==> src/rtl/buzzer_tone.sv <==
// buzzer_tone: bus-mapped square-wave buzzer driver with a one-deep
// note queue, continuous mode and sticky done/overflow status.
module buzzer_tone #(
  parameter int PERIOD_WIDTH   = 24,
  parameter int DURATION_WIDTH = 16
) (
  input  logic        clock,
  input  logic        reset,
  input  logic        cs,
  input  logic [3:2]  address,
  input  logic        read,
  input  logic        write,
  input  logic [31:0] data_in,
  input  logic [3:0]  data_strobes,
  output logic [31:0] data_out,
  output logic        buzzer,
  output logic        busy
);

  localparam int PW = PERIOD_WIDTH;
  localparam int DW = DURATION_WIDTH;
  localparam logic [PW-1:0] P_ONE = 1;
  localparam logic [DW-1:0] D_ONE = 1;

  typedef enum logic {IDLE, PLAY} state_t;

  state_t state_q, state_d;

  logic [PW-1:0] period_q;
  logic [DW-1:0] duration_q;
  logic          cont_q;

  logic [PW-1:0] act_period_q, act_period_d;
  logic          act_cont_q, act_cont_d;
  logic [PW-1:0] half_q, half_d;
  logic [DW-1:0] rem_q, rem_d;

  logic          pend_valid_q, pend_valid_d;
  logic [PW-1:0] pend_period_q, pend_period_d;
  logic [DW-1:0] pend_duration_q, pend_duration_d;
  logic          pend_cont_q, pend_cont_d;

  logic done_q, overflow_q;
  logic buzz_d;

  logic wr, rd, rd_status;
  logic wr_period, wr_duration, ctl_wr;
  logic cmd_stop, cmd_start, cont_new, start_ok;
  logic half_zero, note_end;
  logic launch, to_pend, done_set, ovf_set;

  logic [31:0] byte_mask, period_mrg, duration_mrg, rd_data;
  logic        unused_bits;

  assign wr          = cs & write;
  assign rd          = cs & read;
  assign rd_status   = rd & (address == 2'd3);
  assign wr_period   = wr & (address == 2'd0);
  assign wr_duration = wr & (address == 2'd1);
  assign ctl_wr      = wr & (address == 2'd2) & data_strobes[0];

  assign byte_mask = {{8{data_strobes[3]}}, {8{data_strobes[2]}},
                      {8{data_strobes[1]}}, {8{data_strobes[0]}}};

  assign period_mrg   = (32'(period_q) & ~byte_mask)
                      | (data_in & byte_mask);
  assign duration_mrg = (32'(duration_q) & ~byte_mask)
                      | (data_in & byte_mask);
  assign unused_bits  = ^{period_mrg, duration_mrg};

  // STOP dominates START within one CONTROL write
  assign cmd_stop  = ctl_wr & data_in[1];
  assign cmd_start = ctl_wr & data_in[0] & ~data_in[1];
  assign cont_new  = ctl_wr ? data_in[2] : cont_q;
  assign start_ok  = cmd_start & (period_q != '0)
                   & ((duration_q != '0) | cont_new);

  assign busy      = (state_q == PLAY);
  assign half_zero = (half_q == '0);
  assign note_end  = busy & half_zero & ~act_cont_q & (rem_q == D_ONE);

  assign launch   = start_ok
                  & (~busy | (note_end & ~pend_valid_q));
  assign to_pend  = start_ok & busy & ~pend_valid_q & ~note_end;
  assign ovf_set  = start_ok & busy & pend_valid_q;
  assign done_set = note_end & ~pend_valid_q & ~cmd_stop;

  always_comb begin
    rd_data = '0;
    unique case (address)
      2'd0: rd_data = 32'(period_q);
      2'd1: rd_data = 32'(duration_q);
      2'd2: rd_data = {29'b0, cont_q, 2'b0};
      2'd3: rd_data = {28'b0, overflow_q, pend_valid_q, done_q, busy};
    endcase
  end

  always_comb begin
    state_d         = state_q;
    buzz_d          = buzzer;
    half_d          = half_q;
    rem_d           = rem_q;
    act_period_d    = act_period_q;
    act_cont_d      = act_cont_q;
    pend_valid_d    = pend_valid_q;
    pend_period_d   = pend_period_q;
    pend_duration_d = pend_duration_q;
    pend_cont_d     = pend_cont_q;
    if (cmd_stop) begin
      state_d         = IDLE;
      buzz_d          = 1'b0;
      half_d          = '0;
      rem_d           = '0;
      act_period_d    = '0;
      act_cont_d      = 1'b0;
      pend_valid_d    = 1'b0;
      pend_period_d   = '0;
      pend_duration_d = '0;
      pend_cont_d     = 1'b0;
    end else begin
      unique case (state_q)
        IDLE: ;
        PLAY: begin
          if (!half_zero) begin
            half_d = half_q - P_ONE;
          end else if (!note_end) begin
            buzz_d = ~buzzer;
            half_d = act_period_q - P_ONE;
            if (!act_cont_q) rem_d = rem_q - D_ONE;
          end else if (pend_valid_q) begin
            // back-to-back handoff: no silent cycle between notes
            buzz_d          = 1'b1;
            act_period_d    = pend_period_q;
            act_cont_d      = pend_cont_q;
            half_d          = pend_period_q - P_ONE;
            rem_d           = pend_duration_q;
            pend_valid_d    = 1'b0;
            pend_period_d   = '0;
            pend_duration_d = '0;
            pend_cont_d     = 1'b0;
          end else begin
            state_d      = IDLE;
            buzz_d       = 1'b0;
            half_d       = '0;
            rem_d        = '0;
            act_period_d = '0;
            act_cont_d   = 1'b0;
          end
        end
      endcase
      if (to_pend) begin
        pend_valid_d    = 1'b1;
        pend_period_d   = period_q;
        pend_duration_d = duration_q;
        pend_cont_d     = cont_new;
      end
      if (launch) begin
        state_d      = PLAY;
        buzz_d       = 1'b1;
        act_period_d = period_q;
        act_cont_d   = cont_new;
        half_d       = period_q - P_ONE;
        rem_d        = duration_q;
      end
    end
  end

  always_ff @(posedge clock or posedge reset) begin
    if (reset) begin
      state_q         <= IDLE;
      buzzer          <= 1'b0;
      half_q          <= '0;
      rem_q           <= '0;
      act_period_q    <= '0;
      act_cont_q      <= 1'b0;
      pend_valid_q    <= 1'b0;
      pend_period_q   <= '0;
      pend_duration_q <= '0;
      pend_cont_q     <= 1'b0;
    end else begin
      state_q         <= state_d;
      buzzer          <= buzz_d;
      half_q          <= half_d;
      rem_q           <= rem_d;
      act_period_q    <= act_period_d;
      act_cont_q      <= act_cont_d;
      pend_valid_q    <= pend_valid_d;
      pend_period_q   <= pend_period_d;
      pend_duration_q <= pend_duration_d;
      pend_cont_q     <= pend_cont_d;
    end
  end

  always_ff @(posedge clock or posedge reset) begin
    if (reset) begin
      period_q   <= '0;
      duration_q <= '0;
      cont_q     <= 1'b0;
      done_q     <= 1'b0;
      overflow_q <= 1'b0;
      data_out   <= '0;
    end else begin
      if (wr_period)   period_q   <= period_mrg[PW-1:0];
      if (wr_duration) duration_q <= duration_mrg[DW-1:0];
      if (ctl_wr)      cont_q     <= data_in[2];
      if (rd)          data_out   <= rd_data;
      // a new event on the read edge survives the clear
      if (done_set)       done_q <= 1'b1;
      else if (rd_status) done_q <= 1'b0;
      if (ovf_set)        overflow_q <= 1'b1;
      else if (rd_status) overflow_q <= 1'b0;
    end
  end

endmodule

==> config.mk <==
export PLATFORM = sky130hd
export DESIGN_NAME = buzzer_tone
export DESIGN_NICKNAME = d
export VERILOG_FILES = /design/src/rtl/buzzer_tone.sv
export SDC_FILE = /design/constraint.sdc
export NUM_CORES = 1
export LEC_CHECK = 0
export BUFFER_PORTS_ARGS = -buffer_cell sky130_fd_sc_hd__buf_2
export CORE_UTILIZATION = 50
export DETAILED_ROUTE_END_ITERATION = 10
export HOLD_SLACK_MARGIN = 0.06
export PLACE_DENSITY = 0.68
export SLEW_MARGIN = 5
export SYNTH_ARGS = -nofsm -noshare
export SYNTH_HDL_FRONTEND = slang
export SYNTH_SLANG_ARGS = --single-unit
==> constraint.sdc <==
create_clock -name clock -period 4.7 [get_ports clock]
set_input_delay 0.235 -clock clock [delete_from_list [all_inputs] [get_ports clock]]
set_output_delay 0.235 -clock clock [all_outputs]
set_load 0.01 [all_outputs]
==> results of run 1 <==
[layout by cell type (no fill, tap or decap), types with 21 or more instances in the layout]
master,n
sky130_fd_sc_hd__nor4_1,30
sky130_fd_sc_hd__nor3_1,39
sky130_fd_sc_hd__a311oi_1,26
sky130_fd_sc_hd__xor2_1,40
sky130_fd_sc_hd__mux2_2,42
sky130_fd_sc_hd__buf_2,59
sky130_fd_sc_hd__nand2_1,100
sky130_fd_sc_hd__nand3_1,63
sky130_fd_sc_hd__a21oi_1,53
sky130_fd_sc_hd__xnor2_1,45
sky130_fd_sc_hd__dlygate4sd3_1,21
sky130_fd_sc_hd__o21ai_0,63
sky130_fd_sc_hd__nor2_1,78
sky130_fd_sc_hd__a22o_1,50
sky130_fd_sc_hd__buf_4,23
sky130_fd_sc_hd__dfrtp_1,175
[what timing repair did]
| item | in CTS | in global routing |
|---|---|---|
| gates resized for setup | 0 | 0 |
| hold endpoints to repair | 34 | 0 |
| hold buffers | 21 | 0 |
[stage by stage]
stage | power, µW | hold WS (ps) | cells | worst slack (ps)
final | 5290 | 64.9 | 1422 | 995
after global routing | 5570 | 72.9 | 1422 | 902
after CTS | 5260 | 64.8 | 1422 | 1060
after detailed placement | 3760 | 469 | 1369 | 1110
after global placement | 3730 | 451 | 1369 | 1170
after floorplan | 3300 | 352 | 1106 | 1760
[synthesized netlist by cell type, drive strengths merged (6+ instances only)]
| cell | number |
|---|---|
| xor2 | 40 |
| mux2i | 13 |
| xnor2 | 45 |
| inv | 16 |
| a211oi | 12 |
| nand4 | 10 |
| a21oi | 54 |
| ha | 8 |
| a311oi | 26 |
| mux2 | 42 |
| or3 | 9 |
| or2 | 6 |
| dfrtp | 176 |
| buf | 35 |
| clkbuf | 55 |
| nor2 | 79 |
| o31ai | 9 |
| nor3 | 39 |
| or4 | 13 |
| a22oi | 7 |
| nand3 | 63 |
| nand2 | 101 |
| o21ai | 65 |
| o211ai | 12 |
| a22o | 50 |
| a31oi | 9 |
| nor4 | 32 |
[power groups by stage]
stage	Sequential, µW	Clock [µW]	Combinational, µW
2_1_floorplan	2140	0	1160
3_3_place_gp	2360	0	1370
3_5_place_dp	2370	0	1400
4_1_cts	2340	1500	1420
5_1_grt	2410	1560	1600
6_report	2360	1490	1430
[worst paths after layout]
check,from,end,slack (ps),cells past startpoint
min in group clock,data_in[0],register,70,3
worst max register to register,register,act_period_q[15],990,8
worst min-delay path,reset,data_out[10],60,3
worst min register to register,data_out[8],data_out[8],490,2
max in group asynchronous,reset,pend_valid_q,3900,3
worst max-delay path,register,act_period_q[15],990,8
[layer usage]
metal | global-route usage | share of wire | wire, µm
met1 | 0.425 | 0.45 | 13800
met2 | 0.451 | 0.46 | 13900
met3 | 0.0536 | 0.073 | 2230
met4 | 0.0889 | 0.017 | 518
met5 | 0 | 0 | 0
[critical path, stage by stage (launching register included)]
cell	delay (ps)
sky130_fd_sc_hd__dfrtp_1	500
sky130_fd_sc_hd__or4_4	600
sky130_fd_sc_hd__or3_1	430
sky130_fd_sc_hd__or4_4	640
sky130_fd_sc_hd__o211ai_4	400
sky130_fd_sc_hd__buf_4	350
sky130_fd_sc_hd__buf_4	290
sky130_fd_sc_hd__nor2_1	90
sky130_fd_sc_hd__a311oi_1	280
[cell type report]
| class | count | share of cell area |
|---|---|---|
| timing repair buffer | 104 | 0.0603 |
| tap | 270 | 0.0292 |
| clock buffer | 17 | 0.0367 |
| inverter | 17 | 0.00583 |
| multi-input combinational | 823 | 0.470 |
| clock inverter | 15 | 0.0180 |
| sequential | 176 | 0.380 |
[kinds of logic after synthesis]
group,Yosys count,synth area share
AND/OR/NAND/NOR,381,0.184
flip-flops,176,0.427
XOR/XNOR,85,0.0722
multiplexers,56,0.0607
other,1,0.000364
buffers and inverters,107,0.0493
adder cells (fa/ha/maj),8,0.00971
AO/OA/AOI/OAI,285,0.196
==> results.md, run 1 <==
* Outcome: completed
* Period minus WS final at 3710 ps
* Clock root cell: sky130_fd_sc_hd__clkbuf_16
* Ys flop type: sky130_fd_sc_hd__dfrtp_1
* Number of clock buffers inserted by TritonCTS at 17
* Share of the synthesized area in the top cell type at 0.427
* Critical Path Start Type: register
* First-pass GRT wire length at 48.7 mm
* Largest fanout on the critical path at 31
* Clock transition at the registers of the reported paths at 80 ps
* Count of H-tree levels built during CTS at 4
* Die Outline Area at 21200 µm²
* Starting DRC count in detailed routing at 765
* Net switching power of the design at 2050 µW
* HPWL reported at the end of detailed placement at 20.3 mm
* Unrepaired setup endpoints after global routing: no
* Number of flip-flops and latches in the synthesized netlist at 176
* Total GRT Usage at 0.294
* Total number of vias at 9130
* Cell internal pwr at 3240 µW
* Number of library cell types mapped by synthesis at 80
* Most area-consuming cells after synthesis: sky130_fd_sc_hd__dfrtp_1 (43%), sky130_fd_sc_hd__mux2_2 (4.6%), sky130_fd_sc_hd__a22o_1 (4.2%)
* Switching part of the total power at 0.387
* Total Routed Length at 30.4 mm
* Clk_lat worst skew at 450 ps
* Number of buffers on the longest clock path at 2
* Via count of the first global-routing pass at 8595
* Data arrival time of the critical path at 4040 ps
* Total number of nets in the final design at 1190
* Part of the total power dissipated in sequential elements at 0.447
* Die span in y at 146 µm
* Share of final-layout standard cells stronger than drive strength 1 at 0.158
* Final critical-path share of the clock period at 0.788
* Area of combinational cells with multiple inputs at 5440 µm²
* Max-slew headroom at 0.239
* Final number of max-transition violations at 0
* Number of cells produced by synthesis at 1099
* Drt first pass iters at 7
* Overflow left after global routing at 0
* Vias per inst at 6.42
* Maximum number of pins on one net before global-route repair at 177
* Final instance area at 11600 µm²
* Avg WL per Cell at 21.4 µm
* Clock sink count at 176
* Kind of end point of the critical path: register
* Final sum of negative setup slack at 0 ps
* RePlAce Congestion at 0.944
* TritonCTS clock tree: yes
* Setup bufs post-CTS at 0
* Leakage dissipation at 0.00495 µW
* Worst Tran Pin Value at 1130 ps
* IO buf count at 59
* Fill cell count at 1767
* Combinational group share of total power at 0.271
* Area used by sequential logic in the layout at 4410 µm²
* Antenna-violating nets left at 0
* Area of placed instances at 10700 µm²
* Cell Area, Synth at 10300 µm²
* Worst Hold Class: primary input to asynchronous set/reset pin
* Ys Warns at 0
* Initial standard-cell utilization of the core at 0.510
* Register area share after synthesis at 0.427
* Share of async-settable or async-resettable flops after synthesis at 1.00
* Category of the most critical setup path: register to register
* Number of I/O pins at 77
* Reported max-cap violation count at 0
* Final setup violation count at 0
* Max frequency at 270 MHz
* Core Rows at 52
* Area growth, synth to finish at 12.4%
* EDFF count, synth at 0
* Core ar. at 20200 µm²
* Maximum clock skew at final layout at 16.6 ps
* Initial antenna violation count at 0
* Worst path required time at 5030 ps
* DRC violation count after routing at 0
* Cell type with the largest total area after synthesis: sky130_fd_sc_hd__dfrtp_1
* Final cell utilization of the core at 0.573
* IR Drop Worst-Case VDD at 0.296 mV
* P per Cell Area at 456 nW/µm²
* Mean area per synthesized cell at 9.38 µm²
* Share of total power in the clock network at 0.282
* Die X at 146 µm
* Number of diodes added for antenna fixing at 0
* Final hold violation count at 0
(Power assumes the default switching activity.)
==> inputs of run 2 (changes only) <==
--- a/config.mk
+++ b/config.mk
@@ -9,7 +9,7 @@
 export CORE_UTILIZATION = 50
 export DETAILED_ROUTE_END_ITERATION = 10
 export HOLD_SLACK_MARGIN = 0.06
-export PLACE_DENSITY = 0.68
+export PLACE_DENSITY = 0.65
 export SLEW_MARGIN = 5
 export SYNTH_ARGS = -nofsm -noshare
 export SYNTH_HDL_FRONTEND = slang
==> constraint.sdc (replaced) <==
create_clock -name clock -period 3.6 [get_ports clock]
set_input_delay 0.18 -clock clock [delete_from_list [all_inputs] [get_ports clock]]
set_output_delay 0.18 -clock clock [all_outputs]
set_load 0.01 [all_outputs]
==> run 2 against run 1 <==
Effect of this change:
- setup slack worse by 630 ps
- fmax up 14%
- worst hold slack better by 100 ps
- wire length up 2.9%
- highest routed layer unchanged
- sequential share of layout area down 0.91 points
- core utilization up 1.4 points
- clock-buffer cell count up 1
- flip-flop and latch count unchanged
- clock power up 26%
- clock skew about the same
- via count up 1.2%
- sequential power up 26%
==> results.md, run 2 (synthesis gave the netlist of run 1 again) <==
* Total GRT Usage at 0.307 (+0.0123)
* Number of clock buffers inserted by TritonCTS at 17 (unchanged)
* Starting DRC count in detailed routing at 858 (+12%)
* First-pass GRT wire length at 50.6 mm (+3.9%)
* Hold Slack at 167 ps (+102 ps)
* Post-layout total power at 6950 µW (+31%)
* Avg WL per Cell at 21.5 µm (+0.44%)
* Post-Place Cells at 1400 (+2.3%)
* Vias per inst at 6.34 (-1.2%)
* Number of diodes added for antenna fixing at 0 (unchanged)
* Clk_lat worst skew at 440 ps (about the same)
* Final critical-path share of the clock period at 0.900 (+0.111)
* Clock sink count at 176 (unchanged)
* Count of H-tree levels built during CTS at 4 (unchanged)
* Reported max-cap violation count at 0 (unchanged)
* Non-filler cells in the finished layout at 1457 (+2.5%)
* Die span in y at 146 µm (unchanged)
* Total Routed Length at 31.3 mm (+2.9%)
* Outcome: completed
* Final sum of negative setup slack at 0 ps (unchanged)
* Final setup violation count at 0 (unchanged)
* Final number of max-transition violations at 0 (unchanged)
* Worst Hold Class: primary input to register
* Max-slew headroom at 0.201 (-0.0384)
* Antenna-violating nets left at 0 (unchanged)
* Unrepaired setup endpoints after global routing: no
* Clock root cell: sky130_fd_sc_hd__clkbuf_16
* Area growth, synth to finish at 15.1%
* Leading cell type in the layout, fill and taps excluded: sky130_fd_sc_hd__dfrtp_1
* Via count of the first global-routing pass at 8975 (+4.4%)
* P per Cell Area at 586 nW/µm² (+28%)
* Chain of cells forming the critical path: nor4_2 -> nand2_1 -> or4_4 -> o211a_1 -> a2111oi_0 -> a311o_1 -> a21oi_1
* IO buf count at 59 (unchanged)
* Number of buffers on the longest clock path at 2 (unchanged)
* DRC violation count after routing at 0 (unchanged)
* TritonCTS clock tree: yes
* Leakage dissipation at 0.00512 µW (+3.5%)
* Final hold violation count at 0 (unchanged)
* Clock transition at the registers of the reported paths at 80 ps (about the same)
* Die X at 146 µm (unchanged)
* Worst Tran Pin Value at 1190 ps (+57.2 ps)
* Share of final-layout standard cells stronger than drive strength 1 at 0.179 (+0.0215)
* Total number of vias at 9240 (+1.2%)
* Overflow left after global routing at 0 (unchanged)
* Initial antenna violation count at 0 (unchanged)
* Core Rows at 52 (unchanged)
* Number of cell instances on the worst register-to-register path at 7 (-1)
* Category of the most critical setup path: register to register
* Highest-count cells in the layout ignoring fill and taps: sky130_fd_sc_hd__dfrtp_1 (175), sky130_fd_sc_hd__nand2_1 (100), sky130_fd_sc_hd__nor2_1 (78)
* Maximum number of pins on one net before global-route repair at 74 (-58%)
* Worst R2R Setup Slack at 360 ps (-630 ps)
* R2R Path End: half_q[7]
* Fill cell count at 1736 (-1.8%)
* Initial standard-cell utilization of the core at 0.510 (unchanged)
* Worst min-delay path startpoint: read
* RePlAce Congestion at 0.889 (-5.8%)
* Worst path required time at 3920 ps (-1110 ps)
* Kind of end point of the critical path: register
* Core ar. at 20200 µm² (unchanged)
* Critical Path Start Type: register
* Cell type of the slowest stage on the worst timing path: sky130_fd_sc_hd__or4_4
* Period minus WS final at 3240 ps (-467 ps)
* Critical path's largest stage delay at 720 ps (+80 ps)
* HPWL reported at the end of detailed placement at 21.7 mm (+6.9%)
* Area used by sequential logic in the layout at 4410 µm² (unchanged)
* Number of I/O pins at 77 (unchanged)
* Data arrival time of the critical path at 3560 ps (-480 ps)
* Final instance area at 11900 µm² (+2.5%)
* Total number of nets in the final design at 1225 (+2.9%)
* IR Drop Worst-Case VDD at 0.417 mV (+41%)
* Drt first pass iters at 7 (unchanged)
* Max frequency at 309 MHz (+14%)
* Area of combinational cells with multiple inputs at 5450 µm² (+0.11%)
* Maximum clock skew at final layout at 16.1 ps (-0.480 ps)
* Area of placed instances at 11000 µm² (+2.5%)
* Capture endpoint of the worst hold path: done_q
* Die Outline Area at 21200 µm² (unchanged)
* Largest fanout on the critical path at 12 (-61%)
* Instance count along the most critical hold path at 4
-- run 2: cell types whose count changed in the layout (fill, tap and decap cells not counted) --
cell	before	now
sky130_fd_sc_hd__clkinv_8	8	6
sky130_fd_sc_hd__buf_12	1	4
sky130_fd_sc_hd__nor4_2	1	2
sky130_fd_sc_hd__inv_8	1	2
sky130_fd_sc_hd__inv_12	2	0
sky130_fd_sc_hd__nor4_1	30	29
sky130_fd_sc_hd__clkinv_4	3	4
sky130_fd_sc_hd__buf_4	23	51
sky130_fd_sc_hd__clkbuf_1	0	1
sky130_fd_sc_hd__dlygate4sd3_1	21	25
sky130_fd_sc_hd__inv_6	1	2
-- run 2: how the worst max path moves through the flow --
stage / to / startpoint / slack (ps)
global placement: half_q[7] / register / 170
CTS: half_q[7] / register / 150
detailed placement: half_q[7] / register / 220
floorplan: rem_q[3] / register / 660
global route: half_q[7] / register / 210
finish: half_q[7] / register / 360
-- run 2: critical path: cells and delay by family, from the launching register on --
| kind | cells | cell delay (ps) |
|---|---|---|
| AO/OA/AOI/OAI | 4 | 1110 |
| flip-flops | 1 | 490 |
| AND/OR/NAND/NOR | 3 | 1500 |
-- run 2: report_power, final --
group | switching [µW] | internal (µW) | leakage [µW]
Clock | 933 | 936 | 0.000290
Combinational | 1140 | 960 | 0.00258
Sequential | 589 | 2390 | 0.00225
-- run 2: routing by layer --
| layer | track usage | part of all wire | up-vias |
|---|---|---|---|
| met5 | 0 | 0 | - |
| met4 | 0.0884 | 0.020 | 0 |
| met3 | 0.0552 | 0.084 | 51 |
| met2 | 0.469 | 0.45 | 396 |
| met1 | 0.445 | 0.45 | 4583 |
| li1 | - | - | 4210 |
-- run 2: area by class of cell --
type / count / area share
Multi-Input combinational cell: 823 / 0.459
Timing Repair Buffer: 139 / 0.0849
Sequential cell: 176 / 0.371
Tap cell: 270 / 0.0285
Clock buffer: 18 / 0.0362
Inverter: 17 / 0.00569
Clock inverter: 14 / 0.0145
-- run 2: timing repair --
action                                 CTS  global route
setup buffers                            0             0
hold buffers                            25             0
resized for setup                        0             1
setup endpoints to repair                0             1
endpoints found under the hold margin   58             0
-- run 2: through the flow --
stage	worst slack [ps]	utilization
after floorplan	664	-
after global placement	171	0.544
after detailed placement	221	0.544
after CTS	153	0.586
after global routing	208	0.587
final	361	0.587
==> inputs of run 3 (changes only) <==
--- a/config.mk
+++ b/config.mk
@@ -6,6 +6,8 @@
 export NUM_CORES = 1
 export LEC_CHECK = 0
 export BUFFER_PORTS_ARGS = -buffer_cell sky130_fd_sc_hd__buf_2
+export CAP_MARGIN = 20
+export CORE_ASPECT_RATIO = 1.25
 export CORE_UTILIZATION = 50
 export DETAILED_ROUTE_END_ITERATION = 10
 export HOLD_SLACK_MARGIN = 0.06
==> run 3 against run 2 <==
Effect of this change:
- first-iteration DRC count up 3.3%
- core utilization is essentially flat
- critical path type unchanged
- largest power group unchanged
- worst hold slack better by 22 ps
- cell area decreased by 0.23%
- wire length is 2.4% higher
- final cell count grew 0.14%
- critical path depth is 1 lower
- critical endpoint is now half_q[12]
==> results.md, run 3 (synthesis gave the netlist of run 1 again) <==
* Die span in y at 163 µm (+12%)
* Via count of the first global-routing pass at 8955 (-0.22%)
* Number of clock buffers inserted by TritonCTS at 17 (unchanged)
* Period minus WS final at 3310 ps (+66.5 ps)
* Unrepaired setup endpoints after global routing: no
* TritonCTS clock tree: yes
* Overflow left after global routing at 0 (unchanged)
* Critical path's largest stage delay at 630 ps (-90 ps)
* Avg WL per Cell at 22.0 µm (+2.3%)
* Total number of vias at 9326 (+0.93%)
* Initial antenna violation count at 0 (unchanged)
* Met2 Track Usage GR at 0.516 (+0.0470)
* Kind of end point of the critical path: register
* Count of H-tree levels built during CTS at 4 (unchanged)
* Chain of cells forming the critical path: or4_4 -> or3_1 -> or4_4 -> o211ai_4 -> nand3_1 -> o32ai_1
* Number of cell instances on the worst register-to-register path at 6 (-1)
* Category of the most critical setup path: register to register
* Drt first pass iters at 5 (-2)
* R2R Path End: half_q[12]
* Max frequency at 303 MHz (-2.0%)
* Clock transition at the registers of the reported paths at 80 ps (about the same)
* Number of buffers on the longest clock path at 2 (unchanged)
* Total number of nets in the final design at 1227 (+0.16%)
* Routing layer with the top usage in global route: met2
* Final critical-path share of the clock period at 0.918 (+0.0185)
* Highest-count cells in the layout ignoring fill and taps: sky130_fd_sc_hd__dfrtp_1 (175), sky130_fd_sc_hd__nand2_1 (100), sky130_fd_sc_hd__nor2_1 (78)
* Die X at 130 µm (-10%)
* Instance count along the most critical hold path at 4 (unchanged)
* Reported max-cap violation count at 0 (unchanged)
* Total GRT Usage at 0.318 (+0.0113)
* Antenna-violating nets left at 0 (unchanged)
* Number of buffers and inverters on the critical path at 0 (unchanged)
* Final sum of negative setup slack at 0 ps (unchanged)
* Critical Path Start Type: register
* Data arrival time of the critical path at 3640 ps (+80 ps)
* First-pass GRT wire length at 50.7 mm (about the same)
* Core Rows at 58 (+12%)
* Cell type of the slowest stage on the worst timing path: sky130_fd_sc_hd__or4_4
* GRT met3 Usage at 0.0391 (-0.0161)
* IR Drop Worst-Case VDD at 0.363 mV (-13%)
* Capture endpoint of the worst hold path: done_q
* Worst path required time at 3940 ps (+20 ps)
* Cell count along the critical path at 6 (-1)
* Outcome: completed
* Core ar. at 20200 µm² (-0.30%)
* Max-slew headroom at 0.361 (+0.160)
* IO buf count at 59 (unchanged)
* Initial standard-cell utilization of the core at 0.511 (+0.00152)
* Clock root cell: sky130_fd_sc_hd__clkbuf_16
* Maximum number of pins on one net before global-route repair at 72 (-2.7%)
* Area growth, synth to finish at 14.9%
* DRC violation count after routing at 0 (unchanged)
* Number of diodes added for antenna fixing at 0 (unchanged)
* Vias per inst at 6.39 (+0.79%)
* Met1 usage at 0.429 (-0.0163)
* HPWL reported at the end of detailed placement at 22.5 mm (+3.4%)
* Maximum clock skew at final layout at 15.9 ps (-0.293 ps)
* Starting DRC count in detailed routing at 886 (+3.3%)
* Largest fanout on the critical path at 23 (+11)
* Final number of max-transition violations at 0 (unchanged)
* Cts repair resizes at 0 (unchanged)
* Total Routed Length at 32.1 mm (+2.4%)
* Clock sink count at 176 (unchanged)
* Worst R2R Setup Slack at 290 ps (-70 ps)
* Number of I/O pins at 77 (unchanged)
* Family with the most delay on the worst path: simple AND/OR/NAND/NOR gates
* Worst min-delay path startpoint: read
* Final setup violation count at 0 (unchanged)
* Worst Tran Pin Value at 959 ps (-231 ps)
* P per Cell Area at 593 nW/µm² (+1.2%)
* Die Outline Area at 21200 µm² (about the same)
* Worst Hold Class: primary input to register
* Clk_lat worst skew at 440 ps (about the same)
* RePlAce Congestion at 0.902 (+1.4%)
* Most frequent CP cell: sky130_fd_sc_hd__or4_4
* Final cell utilization of the core at 0.587 (about the same)
* Share of final-layout standard cells stronger than drive strength 1 at 0.181 (+0.00138)
* Leading cell type in the layout, fill and taps excluded: sky130_fd_sc_hd__dfrtp_1
* Leakage dissipation at 0.00512 µW (-0.12%)
* Final hold violation count at 0 (unchanged)
run 3: cell types whose count changed in the layout (fill, tap and decap cells not counted), sizes merged:
| cell | change |
|---|---|
| buf | +2 |
| clkinv | -2 |
| inv | +2 |
| clkbuf | -1 |
| clkinvlp | +1 |
run 3: cell type report:
cell class              instances  area (µm²)
clock buffers                  17         425
clock inverters                15         193
fillers                      1835        8330
inverters                      17        67.6
multi-input cells             823        5440
flip-flops and latches        176        4410
well taps                     270         338
repair buffers                141         971
run 3: worst max path at each step:
stage	startpoint	endpoint	slack, ps
3_3_place_gp	register	half_q[12]	400
2_1_floorplan	register	rem_q[3]	660
5_1_grt	register	act_period_q[15]	170
6_report	register	half_q[12]	290
3_5_place_dp	register	half_q[12]	350
4_1_cts	register	half_q[12]	320
run 3: repair_timing:
item,CTS,global route
setup buffers,0,0
hold endpoints to repair,50,0
hold buffers,25,0
run 3: power by group:
part           total, µW  switching (µW)  internal (µW)
Clock               1910             960            951
Sequential          2960             564           2390
Combinational       2150            1190            965
run 3: worst min-delay path: cells and delay by family:
family	cells	cell delay [ps]
simple gates	2	240
compound gates	1	50
buf+inv	1	110
run 3: routing by layer:
| metal | vias to the layer above | share of wire |
|---|---|---|
| met5 | - | 0 |
| met3 | 71 | 0.055 |
| met2 | 404 | 0.49 |
| met4 | 0 | 0.034 |
| met1 | 4631 | 0.42 |
| li1 | 4220 | - |
run 3: stage by stage:
step	instance area, µm²	setup WS [ps]	instances	power, µW	hold slack [ps]
global placement	11000	395	1400	5020	165
floorplan	10300	664	1106	4310	297
CTS	11800	316	1458	6990	173
global route	11800	166	1459	7380	207
detailed placement	11000	347	1401	5070	174
finish	11800	295	1459	7020	188
